$ cat src/rtl/bus_3m8s.sv
// Shared single-layer bus: 3 masters, 8 slaves, registered fixed-priority arbiter
// with bus parking on m0 and a one-cycle registered read-data return path.
module bus_3m8s #(
  parameter int unsigned AW = 8,
  parameter int unsigned DW = 32
) (
  input  logic          clk,
  input  logic          reset_n,
  input  logic          m0_req,
  input  logic          m0_wr,
  input  logic [AW-1:0] m0_address,
  input  logic [DW-1:0] m0_dout,
  input  logic          m1_req,
  input  logic          m1_wr,
  input  logic [AW-1:0] m1_address,
  input  logic [DW-1:0] m1_dout,
  input  logic          m2_req,
  input  logic          m2_wr,
  input  logic [AW-1:0] m2_address,
  input  logic [DW-1:0] m2_dout,
  input  logic [DW-1:0] s0_dout,
  input  logic [DW-1:0] s1_dout,
  input  logic [DW-1:0] s2_dout,
  input  logic [DW-1:0] s3_dout,
  input  logic [DW-1:0] s4_dout,
  input  logic [DW-1:0] s5_dout,
  input  logic [DW-1:0] s6_dout,
  input  logic [DW-1:0] s7_dout,
  output logic          m0_grant,
  output logic          m1_grant,
  output logic          m2_grant,
  output logic [DW-1:0] m_din,
  output logic [7:0]    s_sel,
  output logic [AW-1:0] s_address,
  output logic          s_wr,
  output logic [DW-1:0] s_din
);

  typedef enum logic [1:0] {StGnt0, StGnt1, StGnt2} state_e;

  state_e        state_q, state_d, pick;
  logic          own_req, own_wr;
  logic [AW-1:0] own_addr;
  logic [DW-1:0] own_dout;
  logic [7:0]    sel_q;
  logic [DW-1:0] s_dout [8];

  // Candidate for the next owner when the current owner releases; idle parks on m0.
  always_comb begin
    pick = StGnt0;
    if (m0_req)      pick = StGnt0;
    else if (m1_req) pick = StGnt1;
    else if (m2_req) pick = StGnt2;
  end

  always_comb begin
    state_d = state_q;
    unique case (state_q)
      StGnt0:  if (!m0_req) state_d = pick;
      StGnt1:  if (!m1_req) state_d = pick;
      StGnt2:  if (!m2_req) state_d = pick;
      default: state_d = StGnt0;
    endcase
  end

  always_ff @(posedge clk or negedge reset_n) begin
    if (!reset_n) begin
      state_q <= StGnt0;
      sel_q   <= 8'h00;
    end else begin
      state_q <= state_d;
      sel_q   <= s_sel;
    end
  end

  assign m0_grant = (state_q == StGnt0);
  assign m1_grant = (state_q == StGnt1);
  assign m2_grant = (state_q == StGnt2);

  always_comb begin
    own_req  = m0_req;
    own_wr   = m0_wr;
    own_addr = m0_address;
    own_dout = m0_dout;
    unique case (state_q)
      StGnt1: begin
        own_req  = m1_req;
        own_wr   = m1_wr;
        own_addr = m1_address;
        own_dout = m1_dout;
      end
      StGnt2: begin
        own_req  = m2_req;
        own_wr   = m2_wr;
        own_addr = m2_address;
        own_dout = m2_dout;
      end
      default: ;
    endcase
  end

  assign s_address = own_addr;
  assign s_din     = own_dout;
  assign s_wr      = own_wr & own_req;

  always_comb begin
    s_sel = 8'h00;
    if (own_req) s_sel[own_addr[AW-1:AW-3]] = 1'b1;
  end

  assign s_dout[0] = s0_dout;
  assign s_dout[1] = s1_dout;
  assign s_dout[2] = s2_dout;
  assign s_dout[3] = s3_dout;
  assign s_dout[4] = s4_dout;
  assign s_dout[5] = s5_dout;
  assign s_dout[6] = s6_dout;
  assign s_dout[7] = s7_dout;

  // sel_q is one-hot or zero, so an OR-reduction acts as the return mux.
  always_comb begin
    m_din = '0;
    for (int y = 0; y < 8; y++) begin
      if (sel_q[y]) m_din = m_din | s_dout[y];
    end
  end

endmodule

$ cat config.mk
export PLATFORM = sky130hd
export DESIGN_NAME = bus_3m8s
export DESIGN_NICKNAME = d
export VERILOG_FILES = /design/src/rtl/bus_3m8s.sv
export SDC_FILE = /design/constraint.sdc
export NUM_CORES = 1
export LEC_CHECK = 0
export CAP_MARGIN = 20
export CORE_AREA = 2 2 180 182
export DETAILED_ROUTE_END_ITERATION = 10
export DIE_AREA = 0 0 182 184
export GPL_TIMING_DRIVEN = 1
export SYNTH_ARGS = -nofsm -noshare
export SYNTH_HDL_FRONTEND = slang
export SYNTH_SLANG_ARGS = --single-unit
$ cat constraint.sdc
create_clock -name clk -period 1.7 [get_ports clk]
set_clock_uncertainty 0.15 [all_clocks]
set_input_delay 0.255 -clock clk [delete_from_list [all_inputs] [get_ports clk]]
set_output_delay 0.255 -clock clk [all_outputs]
set_load 0.02 [all_outputs]
# [Yosys cells after proc, flatten, opt, wreduce, memory -nomap -nowiden]
# Index checks and enable logic that the tools add are counted.
[word_totals] mem_count=0 mem_bits_ro=0 reg_bits=10 latch_bits=0 output_inout_bits=84 word_cells=42 inputBits=384 ram_bits=0
[op_classes] n_reduce_logical=3 n_addsub=0 magnitude_cmp=2 mul=0 shifts=0 muxes=22 bitwise_logic=8 eq_ne=5 n_div=0
[ops] op="2-to-1 mux 32 bit" count=8
[ops] op="OR 32 bit" count=7
[ops] op="one-hot mux 32 bit (2 select lines)" count=1
[ops] op="one-hot mux 8 bit (2 select lines)" count=1
[ops] op="2-to-1 mux 2 bit" count=6
[ops] op="2-to-1 mux 8 bit" count=1
[ops] op="!= test 2 bit, second input constant" count=3
[ops] op="one-hot mux 2 bit (3 select lines)" count=1
[ops] op="< comparator 3 x 4 -> 1 bit, second input constant" count=1
[ops] op="one-hot mux 1 bit (2 select lines)" count=2
[ops] op="demux 1 bit (select 3 bit)" count=1
[ops] op=">= comparator 3 x 1 -> 1 bit, second input constant" count=1
[ops] op="AND reduction 3 bit" count=1
[ops] op="equality test 2 x 1 -> 1 bit, second input constant" count=1
[ops] op="equality test 2 bit, second input constant" count=1
[ops] op="zero test 2 bit" count=1
[ops] op="AND 1 bit" count=1
[ops] op="logical AND 1 bit" count=1
[ops] op="2-to-1 mux 1 bit" count=1

# [Logic depth before layout (Yosys ltp)]
# Gate-level depths: netlist of the first run.
[depth] ltp_word=15 ltp_mapped=7 depth_no_buf=6

# [Worst setup path before layout of the first run]
# Ideal clock, no wire load.
[synth_timing] kind="register to output" start="register state_q[0]" end="output port s_sel[0]" path_stages_with_launch=7 t_required_ns=1.295 setup_slack_ns=-0.751 n_path_buf=0 arrival_time_ns=2.046 path_cell_list="dfrtp_1 inv_1 ha_1 a22oi_1 a21o_2 inv_1 nor4_1"
[synth_via] elab_chain_len=7 word_cells_on_any_way=10 classes_between="2 x order compare; 2 x eq/ne; 5 x mux; 1 x reduce/logical"
[synth_rtl] element="from (decl)" line_no="41" rtl="state_e state_q, state_d, pick;"
[synth_rtl] element="from (signal assigned)" line_no="68" rtl="state_q <= StGnt0;"
[synth_rtl] element="from (signal assigned)" line_no="71" rtl="state_q <= state_d;"
[synth_rtl] element="equality test 2 bit *"
[synth_rtl] element="net m2_grant" line_no="31" rtl="output logic m2_grant,"
[synth_rtl] element="one-hot mux 8 bit (2 select lines) *" line_no="85" rtl="unique case (state_q)"
[synth_rtl] element="net s_address[7]" line_no="34" rtl="output logic [AW-1:0] s_address,"
[synth_rtl] element="< comparator 3 x 4 -> 1 bit (not written as such) or >= comparator 3 x 1 -> 1 bit (tied branches)" line_no="108" rtl="if (own_req) s_sel[own_addr[AW-1:AW-3]] = 1'b1;"
[synth_rtl] element="logical AND 1 bit (not written as such)" line_no="108"
[synth_rtl] element="2-to-1 mux 1 bit (not written as such)" line_no="108"
[synth_rtl] element="demux 1 bit (select 3 bit) *" line_no="108"
[synth_rtl] element="2-to-1 mux 8 bit *" line_no="108"
[synth_rtl] element="to (decl)" line_no="33" rtl="output logic [7:0] s_sel,"
# Mark *: on every way through the listed nets, which the timed path passes. The rest lies on a longest branch.

# [Worst setup path in the final report of the first run]
[layout_timing] start="register state_q[1]" end="output port s_sel[2]"
[layout_via] elab_chain_len=7 word_cells_on_any_way=10 classes_between="2 x order compare; 2 x eq/ne; 5 x mux; 1 x reduce/logical"
[layout_rtl] element="equality test 2 bit or equality test 2 x 1 -> 1 bit (tied branches)" line_no="85"
[layout_rtl] element="one-hot mux 8 bit (2 select lines)" line_no="85"
[layout_rtl] element="< comparator 3 x 4 -> 1 bit (not written as such) or >= comparator 3 x 1 -> 1 bit (tied branches)" line_no="108"
[layout_rtl] element="logical AND 1 bit (not written as such)" line_no="108"
[layout_rtl] element="2-to-1 mux 1 bit (not written as such)" line_no="108"
[layout_rtl] element="demux 1 bit (select 3 bit)" line_no="108"
[layout_rtl] element="2-to-1 mux 8 bit *" line_no="108"
# Mark *: on every way between the ends. The rest lies on a longest branch, timed or not.

==> metrics.md, run 1 <==
| Metric | Value |
|---|---|
| Gr usage total | between 10% and 20% |
| DR vias | 5,760 |
| Post-Place Cells | between 1k and 1.5k |
| Distinct cells, synth | 19 |
| Failing checks | negative setup slack |
| Netlist Area Pre-Place | approximately 0.0024 mm2 |
| Rows | 65 |
| Ys async rst share | between 90% and 100% |
| Setup ws final | -0.860 ns |
| Vias/cell | ~4.4 |
| Max Cap Viol | 0 |
| First-pass GRT wire length | around 42,000 um |
| Vias in the first global route | just over 6k |
| Die area | approximately 0.033 mm2 |
| Initial Util | about 7.8% |
| Critical Path Start | state_q[1] |
| Syn nets | 747 |
| R2r setup slk | -0.37 ns |
| Seq/Total Area, Yosys | ~10% |
| CP Capture Type | output pin |
| Die Width | around 180 um |
| GRT Residual Overflow | 0 |
| Antenna viol nets, final | 0 |
| Status | complete, but fails checks |
| Proportion of layout cells with a drive suffix above 1 | between 40% and 50% |
| Worst Setup Path Type | reg -> out |
| Syn avg cell area | slightly below 7 um2 |
| Post-DP HPWL | 25,200 um |
| Clock slew at reported path FFs | approximately 0.050 ns |
| Required @ worst endpoint | roughly 1.3 ns |
| Tcrit/Tclk final | 151% |
| FILL cells | around 3.2k |
| Tot Pwr | 11.9 mW |
| Place WS | -0.762 ns |
| Slew Limit Fails | 0 |
| Number of flops mapped to enable cells by yosys | 0 |
| DRC Markers | 0 |
| Setup violators final | 91 |
| Routed len/inst | about 24 um |
| Initial antenna violation count | 8 |
| Worst-skew pair later-pin latency | roughly 0.25 ns |
| Synthesized instance count | approximately 360 |
| Worst endpoint data arrival time | 2.16 ns |
| Seq cells post-synth | 10 |
| Primary FF master, synth | dfrtp_1 |
| PwrDens | 1160 mW/mm2 |
| Dominant cell type by area after synthesis | a22oi_1 |
| Relative slew slack | roughly 79% |
| Startpoint Class | register |
| Fin cells | between 1k and 1.5k |
| Hold crit path type | in -> async |
| Setup TNS | -38.43 ns |
| Multi-input logic area | approximately 0.0032 mm2 |
| Max Freq | 0.391 GHz |
| VDD IR-drop max | a little over 600 uV |
| Post-synth top area share | 51.9% |
| Number of port buffers | between 400 and 500 |
| Largest cells by area after synthesis | a22oi_1, dfrtp_1, nand4_1, a21oi_1, nor2_1 |
| IO Pins | 468 |
| FF-to-FF Start | state_q[1] |
| Routed WL | ~32,000 um |
| Hold bufs inserted after CTS | 0 |
| Core Area | 0.0314 mm2 |
| Final hold slack | ~0.17 ns |
| Slew of the pin with the lowest slew margin | 0.307 ns |
| Synth warnings | 0 |
| TritonCTS Sinks | 10 |
| Drt first pass iters | 5 |
| CTS tree | built |
| Final Hold Vio Count | 0 |
| Register area | 256 um2 |
| Cell count of the worst reg-to-reg path | 9 |
| Leakage | 3.65 nW |
| Largest net degree at the start of global routing | 33 |
| RSZ-0062 raised after global routing | yes |
| Worst R2R End | sel_q[0] |
| GPL Wtd Cong | 0.840 |
| CTS max path bufs | 2 |
| CTS buffer count | 3 |
| Vert. Die Dim | roughly 180 um |
| Layout overhead on the synthesized area | 323% |
| Post-layout min period | approximately 2.6 ns |
| Iter 0 DRT Violations | between 150 and 200 |
| Worst-path maximum fanout | 9 |
| Crit path to | s_sel[2] |
| H-tree Lvls | 1 |
| Root buf cell | clkbuf_16 |
| Nets | around 1.3k |
-- layer usage --
| metal | vias up | GRT usage, % | wire length [um] |
|---|---|---|---|
| met4 | 4 | 6.71 | 779 |
| met3 | 44 | 4.06 | 2390 |
| met1 | 2742 | 18.5 | 11600 |
| met2 | 362 | 32.8 | 17100 |
| li1 | 2608 | - | - |
| met5 | - | 0 | 18 |
-- power by group --
group / internal [mW] / leakage, nW / total [mW] / switching (mW)
registers: 0.289 / 0.129 / 0.338 / 0.0493
logic: 5.80 / 3.48 / 11.1 / 5.32
clock network: 0.356 / 0.0442 / 0.488 / 0.132
total: 6.45 / 3.65 / 11.9 / 5.50
-- Yosys cell counts (2+ instances only) --
cell type  number
a22oi_1       169
nor2_1         42
a21oi_1        37
nand4_1        32
clkbuf_1       29
buf_2          12
dfrtp_1        10
nor4_1          8
ha_1            4
inv_1           4
a21o_2          3
mux2i_1         2
-- final cells by class --
class / instances / area share (%)
timing repair buffer: 583 / 60.7
multi-input combinational: 303 / 30.6
tap: 402 / 4.87
sequential: 10 / 2.48
clock buffer: 4 / 0.860
inverter: 5 / 0.315
antenna: 5 / 0.121
-- cell families after synthesis --
family                   count (synthesis)  synth area share, %
AO/OA/AOI/OAI                          212                 61.5
adder cells (fa/ha/maj)                  4                 2.05
buffers and inverters                   46                 7.68
flip-flops                              10                 10.2
multiplexers                             3                 1.38
AND/OR/NAND/NOR                         84                 17.1
-- metrics by stage --
stage | util [%] | instance area (um2)
6_report | 32.9 | 10300
5_1_grt | 32.9 | 10300
4_1_cts | 31.0 | 9740
3_5_place_dp | 26.5 | 8320
3_3_place_gp | 26.5 | 8320
2_1_floorplan | - | 2700
-- registers in the layout, summed over array words and instances, names as in the netlist --
signal / cells
sel_q: 8
state_q: 2
-- worst min-delay path by stage --
stage / end / slack [ns] / startpoint
after floorplan: sel_q[0] / -0.19 / reset_n
after global placement: state_q[0] / 0.44 / reset_n
after detailed placement: state_q[0] / 0.44 / reset_n
after CTS: state_q[0] / 0.18 / reset_n
after global routing: state_q[0] / 0.19 / reset_n
final: state_q[1] / 0.17 / reset_n
-- timing repair --
item | CTS | global route
pin swaps | 45 | 55
resized for setup | 449 | 112
setup endpoints to repair | 92 | 93
gates cloned | 7 | 3
buffers inserted | 45 | 21
-- worst max-delay path: stages, from the launching register on --
cell and delay [ns]:
dfrtp_1 0.40, inv_2 0.13, ha_4 0.24, buf_6 0.14, buf_4 0.13, mux2i_2 0.15, buf_12 0.16, nor4_4 0.25
buf_4 0.18, buf_12 0.11
-- cells in the final DEF (no fill, tap or decap), types with 2 or more instances in the layout --
cell             netlist  final
bufbuf_16              0      3
nand4_1               32     32
nor4_2                 0      6
ha_4                   0      3
dfrtp_1               10      5
a22oi_1              169     66
a21oi_4                0     22
inv_6                  0      2
clkbuf_16              0      6
mux2i_1                2      2
diode_2                0      5
clkdlybuf4s50_1        0    383
inv_2                  1      2
buf_8                  0      6
buf_6                  0     75
a21oi_2                0     15
nor2_4                 0     26
a22oi_2                0    103
dfrtp_2                0      5
nor4_4                 0      2
buf_4                  0     73
nor2_1                42     11
nor2_2                 0      5
a21o_4                 0      2
buf_12                 0     37
No activity file was read; power rests on OpenSTA's default activity.
==> inputs of run 2 (changes only) <==
--- a/config.mk
+++ b/config.mk
@@ -6,10 +6,13 @@
 export NUM_CORES = 1
 export LEC_CHECK = 0
 export CAP_MARGIN = 20
-export CORE_AREA = 2 2 180 182
+export CELL_PAD_IN_SITES_DETAIL_PLACEMENT = 0
+export CELL_PAD_IN_SITES_GLOBAL_PLACEMENT = 2
+export CORE_AREA = 2 2 179 181
 export DETAILED_ROUTE_END_ITERATION = 10
-export DIE_AREA = 0 0 182 184
+export DIE_AREA = 0 0 181 183
 export GPL_TIMING_DRIVEN = 1
+export PLACE_DENSITY_LB_ADDON = 0.1
 export SYNTH_ARGS = -nofsm -noshare
 export SYNTH_HDL_FRONTEND = slang
 export SYNTH_SLANG_ARGS = --single-unit
==> metrics.md, run 2 (synthesis gave the netlist of run 1 again) <==
| Metric | Value |
|---|---|
| Relative slew slack | 69.0% (-10 points) |
| Largest reg by FF count | sel_q |
| VDD IR-drop max | 1110 uV (+79%) |
| Max FFs per register | 8 (unchanged) |
| Vias in the first global route | 5,946 (-2.6%) |
| H-tree Lvls | 1 (unchanged) |
| Drt first pass iters | 4 (-1) |
| Cell count of the worst reg-to-reg path | 8 (-1) |
| Root buf cell | clkbuf_16 |
| GRT Residual Overflow | 0 (unchanged) |
| CP Capture Type | output pin |
| Setup violators final | 92 (+1.1%) |
| Status | complete, but fails checks |
| Die area | 0.0331 mm2 (-1.1%) |
| Antenna viol nets, final | 0 (unchanged) |
| Slew of the pin with the lowest slew margin | 0.464 ns (+0.157 ns) |
| Worst R2R End | sel_q[7] |
| Setup TNS | -39.55 ns (-1.12 ns) |
| DR vias | 5,616 (-2.5%) |
| Worst-skew pair later-pin latency | 0.23 ns (-0.02 ns) |
| Worst endpoint data arrival time | 2.06 ns (-0.10 ns) |
| Number of port buffers | 467 (unchanged) |
| Nets | 1,287 (-0.54%) |
| FF-to-FF Start | state_q[1] |
| Final Hold Vio Count | 0 (unchanged) |
| Core Area | 0.0312 mm2 (-0.52%) |
| Final hold slack | 0.195 ns (+0.0299 ns) |
| TritonCTS Sinks | 10 (unchanged) |
| First-pass GRT wire length | 42,300 um (+1.2%) |
| Internal power | 5.68 mW (-12%) |
| Rows | 65 (unchanged) |
| Sw frac | 46.6% (+0.52 points) |
| CTS tree | built |
| Design Area, Final | 0.00989 mm2 (-4.3%) |
| Multi-input logic area | 0.00274 mm2 (-13%) |
| Fin cells | 1,306 (-0.46%) |
| Tot Pwr | 10.6 mW (-11%) |
| Vert. Die Dim | 183 um (-0.54%) |
| Post-DP HPWL | 23,700 um (-5.6%) |
| Commonest non-fill, non-tap cell in the layout | clkdlybuf4s50_1 |
| Clock slew at reported path FFs | 0.04 ns (about the same) |
| Critical path, cell by cell | inv_2, ha_4, nor2_1, a21o_2, buf_6, nor4_4, buf_4 |
| Biggest regs | sel_q (8), state_q (2) |
| Worst Setup Path Type | reg -> out |
| Startpoint Class | register |
| CTS buffer count | 3 (unchanged) |
| Iter 0 DRT Violations | 136 (-29%) |
| Max stage delay on crit path | 0.42 ns (+0.02 ns) |
| Clock power frac | 4.3% (+0.2 points) |
| Max Cap Viol | 0 (unchanged) |
| FILL cells | 3,263 (+1.3%) |
| Die Width | 181 um (-0.55%) |
| Flop pwr share | 3.4% (+0.6 points) |
| Place WS | -1.06 ns (-0.300 ns) |
| Register area | 258 um2 (+0.49%) |
| Leakage | 3.52 nW (-3.8%) |
| RSZ-0062 raised after global routing | yes |
| Slowest CP cell | dfrtp_1 |
| GPL Wtd Cong | 0.869 (+3.4%) |
| Layout overhead on the synthesized area | 305% |
| Combinational group share of total power | 92.3% (-0.8 points) |
| Initial Util | 7.83% (+0.041 points) |
| NetSw | 4.95 mW (-10%) |
| Max Freq | 0.405 GHz (+3.8%) |
| Initial antenna violation count | 9 (+1) |
| Setup ws final | -0.767 ns (+0.0937 ns) |
| Slew Limit Fails | 0 (unchanged) |
| Utilization after layout | 31.7% (-1.2 points) |
| Worst-path maximum fanout | 8 (-1) |
| DRC Markers | 0 (unchanged) |
| IO Pins | 468 (unchanged) |
| Largest net degree at the start of global routing | 24 (-27%) |
| PwrDens | 1070 mW/mm2 (-7.1%) |
| Most frequent cells in the layout | clkdlybuf4s50_1, a22oi_1, a22oi_2 |
| Placed cell area | 0.00827 mm2 (-0.57%) |
| Post-layout min period | 2.47 ns (-0.0937 ns) |
| Proportion of layout cells with a drive suffix above 1 | 37.4% (-6.9 points) |
| Failing checks | negative setup slack |
| Required @ worst endpoint | 1.29 ns (about the same) |
| Routed WL | 31,100 um (-2.6%) |
| Post-Place Cells | 1,240 (+0.32%) |
| Routed len/inst | 23.8 um (-2.1%) |
| Tcrit/Tclk final | 145% (-5.5 points) |
| CTS max path bufs | 2 (unchanged) |
| R2r setup slk | -0.36 ns (about the same) |
| Hold crit path type | in -> async |
| Vias/cell | 4.30 (-2.1%) |
| Gr usage total | 17.3% (+0.026 points) |
## run 2: changes by cell type in the layout (fill, tap and decap cells not counted), sizes merged
cell           previous run  this run
clkinvlp                  1         2
diode                     5         6
buf                     193       160
bufbuf                    3         1
clkinv                    0         1
dlygate4sd2               0         7
inv                       4         2
clkdlybuf4s15             1        22
## run 2: cell type report
type	instances	share of cell area [%]
sequential	10	2.61
clock buffer	4	0.898
timing repair buffer	576	63.2
tap	402	5.09
multi-input combinational	303	27.7
inverter	5	0.342
antenna	6	0.152
## run 2: power groups by stage
stage / logic (mW) / registers (mW) / clock network [mW]
floorplan: 3.76 / 0.329 / 0
global placement: 8.08 / 0.337 / 0
detailed placement: 8.05 / 0.343 / 0
CTS: 9.03 / 0.366 / 0.466
global route: 10.4 / 0.365 / 0.484
finish: 9.81 / 0.358 / 0.459
## run 2: worst max-delay path by stage
stage | startpoint | end | cells after the start
floorplan | state_q[0] | s_sel[0] | 6
global placement | m2_address[6] | s_sel[1] | 6
detailed placement | state_q[0] | s_sel[1] | 7
CTS | state_q[1] | s_sel[1] | 7
global route | state_q[1] | s_sel[0] | 7
finish | state_q[1] | s_sel[3] | 7
## run 2: repair_timing
action / CTS / global route
buffers inserted: 24 / 22
setup endpoints to repair: 93 / 94
hold buffers: 0 / 0
pin swaps: 29 / 36
resized for setup: 407 / 102
cloned: 9 / 4
## run 2: critical path: cells and delay by family (launching register included)
family | cells | cell delay [ns]
buf+inv | 3 | 0.44
compound gates | 1 | 0.24
simple gates | 2 | 0.39
flops | 1 | 0.42
fa+ha+maj | 1 | 0.33
## run 2: routing by layer
layer	global-route usage, %	share of wire [%]	vias up
met1	18.2	36	2716
met3	4.35	7.1	24
met2	34.8	56	276
li1	-	-	2596
met4	3.12	1.1	4
met5	0	0.074	-
==> inputs of run 3 (changes only) <==
--- a/config.mk
+++ b/config.mk
@@ -16,3 +16,4 @@
 export SYNTH_ARGS = -nofsm -noshare
 export SYNTH_HDL_FRONTEND = slang
 export SYNTH_SLANG_ARGS = --single-unit
+export TNS_END_PERCENT = 10
==> metrics.md, run 3 (synthesis gave the netlist of run 1 again) <==
| Metric | Value |
|---|---|
| Setup TNS | -34.33 ns (+5.22 ns) |
| Max FFs per register | 8 (unchanged) |
| Root buf cell | clkbuf_16 |
| CTS tree | built |
| H-tree Lvls | 1 (unchanged) |
| Routed WL | 27,400 um (-12%) |
| Layout overhead on the synthesized area | 245% |
| Number of port buffers | 467 (unchanged) |
| Critical Path Start | state_q[0] |
| IO Pins | 468 (unchanged) |
| Vert. Die Dim | 183 um (unchanged) |
| Vias in the first global route | 5,655 (-4.9%) |
| Gr usage total | 15.2% (-2.1 points) |
| Most frequent CP cell | buf_4 |
| Setup ws final | -0.769 ns (-0.00186 ns) |
| Max stage delay on crit path | 0.42 ns (about the same) |
| Nets | 1,246 (-3.2%) |
| CP Depth | 8 (+1) |
| Met1 Routed Length | 9260 um (-17%) |
| Multi-input logic area | 0.00234 mm2 (-15%) |
| Register area | 251 um2 (-2.4%) |
| CP Capture Type | output pin |
| DRC Markers | 0 (unchanged) |
| Drt first pass iters | 4 (unchanged) |
| Top Metal Used | met5 |
| R2r setup slk | -0.38 ns (-0.02 ns) |
| Utilization after layout | 27.0% (-4.6 points) |
| Post-layout min period | 2.47 ns (+0.00186 ns) |
| Crit path to | s_sel[2] |
| Worst-skew pair later-pin latency | 0.23 ns (about the same) |
| Crit path buf inv count | 4 (+1) |
| Post-Place Cells | 1,238 (-0.16%) |
| Die Width | 181 um (unchanged) |
| Most frequent cells in the layout | clkdlybuf4s50_1, a22oi_1, buf_4 |
| Worst Setup Path Type | reg -> out |
| Hold bufs inserted after CTS | 0 (unchanged) |
| Crit path max-delay family | buffers and inverters |
| Failing checks | negative setup slack |
| Placed cell area | 0.00806 mm2 (-2.6%) |
| Initial antenna violation count | 6 (-3) |
| Vias/cell | 4.24 (-1.5%) |
| Max Freq | 0.405 GHz (about the same) |
| Worst-path maximum fanout | 9 (+1) |
| Wire length on met2 | 15,000 um (-14%) |
| Max Cap Viol | 0 (unchanged) |
| FF-to-FF Start | state_q[0] |
| Clock slew at reported path FFs | 0.04 ns (about the same) |
| VDD IR-drop max | 482 uV (-56%) |
| Slew Limit Fails | 0 (unchanged) |
| Largest net degree at the start of global routing | 33 (+38%) |
| Post-DP HPWL | 22,300 um (-6.0%) |
| Worst R2R End | sel_q[1] |
| GPL Wtd Cong | 0.856 (-1.5%) |
| Iter 0 DRT Violations | 157 (+15%) |
| Leakage | 3.10 nW (-12%) |
| Biggest regs | sel_q (8), state_q (2) |
| Routed len/inst | 21.7 um (-8.9%) |
| PwrDens | 1010 mW/mm2 (-5.6%) |
| First-pass GRT wire length | 38,000 um (-10%) |
| TritonCTS Sinks | 10 (unchanged) |
| Fin cells | 1,263 (-3.3%) |
| Rows | 65 (unchanged) |
| Antenna viol nets, final | 0 (unchanged) |
| Required @ worst endpoint | 1.29 ns (about the same) |
| Tcrit/Tclk final | 145% (about the same) |
| Met3 Routed Length | 2390 um (+7.7%) |
| Final Hold Vio Count | 0 (unchanged) |
| Largest reg by FF count | sel_q |
| Die area | 0.0331 mm2 (unchanged) |
| Setup violators final | 89 (-3.3%) |
| Design Area, Final | 0.00845 mm2 (-15%) |
| GRT Residual Overflow | 0 (unchanged) |
| Worst endpoint data arrival time | 2.06 ns (about the same) |
| Core Area | 0.0312 mm2 (unchanged) |
| Slowest CP cell | dfrtp_1 |
| DR vias | 5,349 (-4.8%) |
| Critical path, cell by cell | inv_2, ha_4, nor2_1, a21o_2, clkinvlp_4, buf_4, nor4_4, buf_4 |
| CTS max path bufs | 2 (unchanged) |
| Startpoint Class | register |
| Cell count of the worst reg-to-reg path | 8 (unchanged) |
| FILL cells | 3,415 (+4.7%) |
| RSZ-0062 raised after global routing | yes |
| Initial Util | 7.83% (unchanged) |
| Final hold slack | 0.218 ns (+0.0224 ns) |
| Proportion of layout cells with a drive suffix above 1 | 24.9% (-13 points) |
| Status | complete, but fails checks |
| Hold crit path type | in -> async |
| CTS buffer count | 3 (unchanged) |
| Commonest non-fill, non-tap cell in the layout | clkdlybuf4s50_1 |
| Relative slew slack | 65.9% (-3.0 points) |
| Slew of the pin with the lowest slew margin | 0.509 ns (+0.0450 ns) |
[run 3: cell types whose count changed in the layout (fill, tap and decap cells not counted), sizes merged]
cell and delta:
clkdlybuf4s15 -18, inv +1, dlygate4sd2 -6, clkbuf -3, diode -1, bufbuf -1, clkinv -1, buf -14
[run 3: per-stage QoR]
stage,power [mW],setup WS [ns]
finish,8.57,-0.769
global route,9.10,-0.848
CTS,8.46,-0.781
detailed placement,7.95,-1.02
global placement,7.99,-0.925
floorplan,3.75,-0.561
[run 3: final cells by class]
| cell class | count | share of cell area, % |
|---|---|---|
| well taps | 402 | 5.95 |
| inverters | 5 | 0.400 |
| repair buffers | 535 | 62.0 |
| diodes | 5 | 0.148 |
| flip-flops and latches | 10 | 2.98 |
| clock buffers | 3 | 0.889 |
| multi-input cells | 303 | 27.7 |
[run 3: timing repair]
action	in CTS	in global routing
pin swaps	11	20
setup buffers	9	7
gates cloned	1	0
resized for setup	390	48
setup endpoints to repair	92	94
[run 3: routing by layer]
layer,up-vias,global-route usage [%]
li1,2510,-
met5,-,0
met4,2,4.16
met1,2504,15.1
met2,301,30.8
met3,32,4.07
[run 3: worst min path at each step]
stage	from	to	slack, ns
final	reset_n	sel_q[2]	0.22
after CTS	reset_n	sel_q[0]	0.23
after global routing	reset_n	sel_q[2]	0.26
after floorplan	reset_n	sel_q[0]	-0.19
after detailed placement	reset_n	sel_q[0]	0.48
after global placement	state_q[1]	state_q[1]	0.45
[run 3: where the power goes]
part	switching (mW)	internal [mW]
clock	0.0951	0.304
combinational	4.17	3.67
sequential	0.0461	0.286
[run 3: worst reg2reg max path, delay by kind of cell, from the launching register on]
family	cells	cell delay [ns]
adders and majority gates	1	0.20
AOI/OAI and AO/OA	2	0.37
buffers and inverters	4	0.55
and+or+nand+nor	1	0.34
DFF	1	0.42
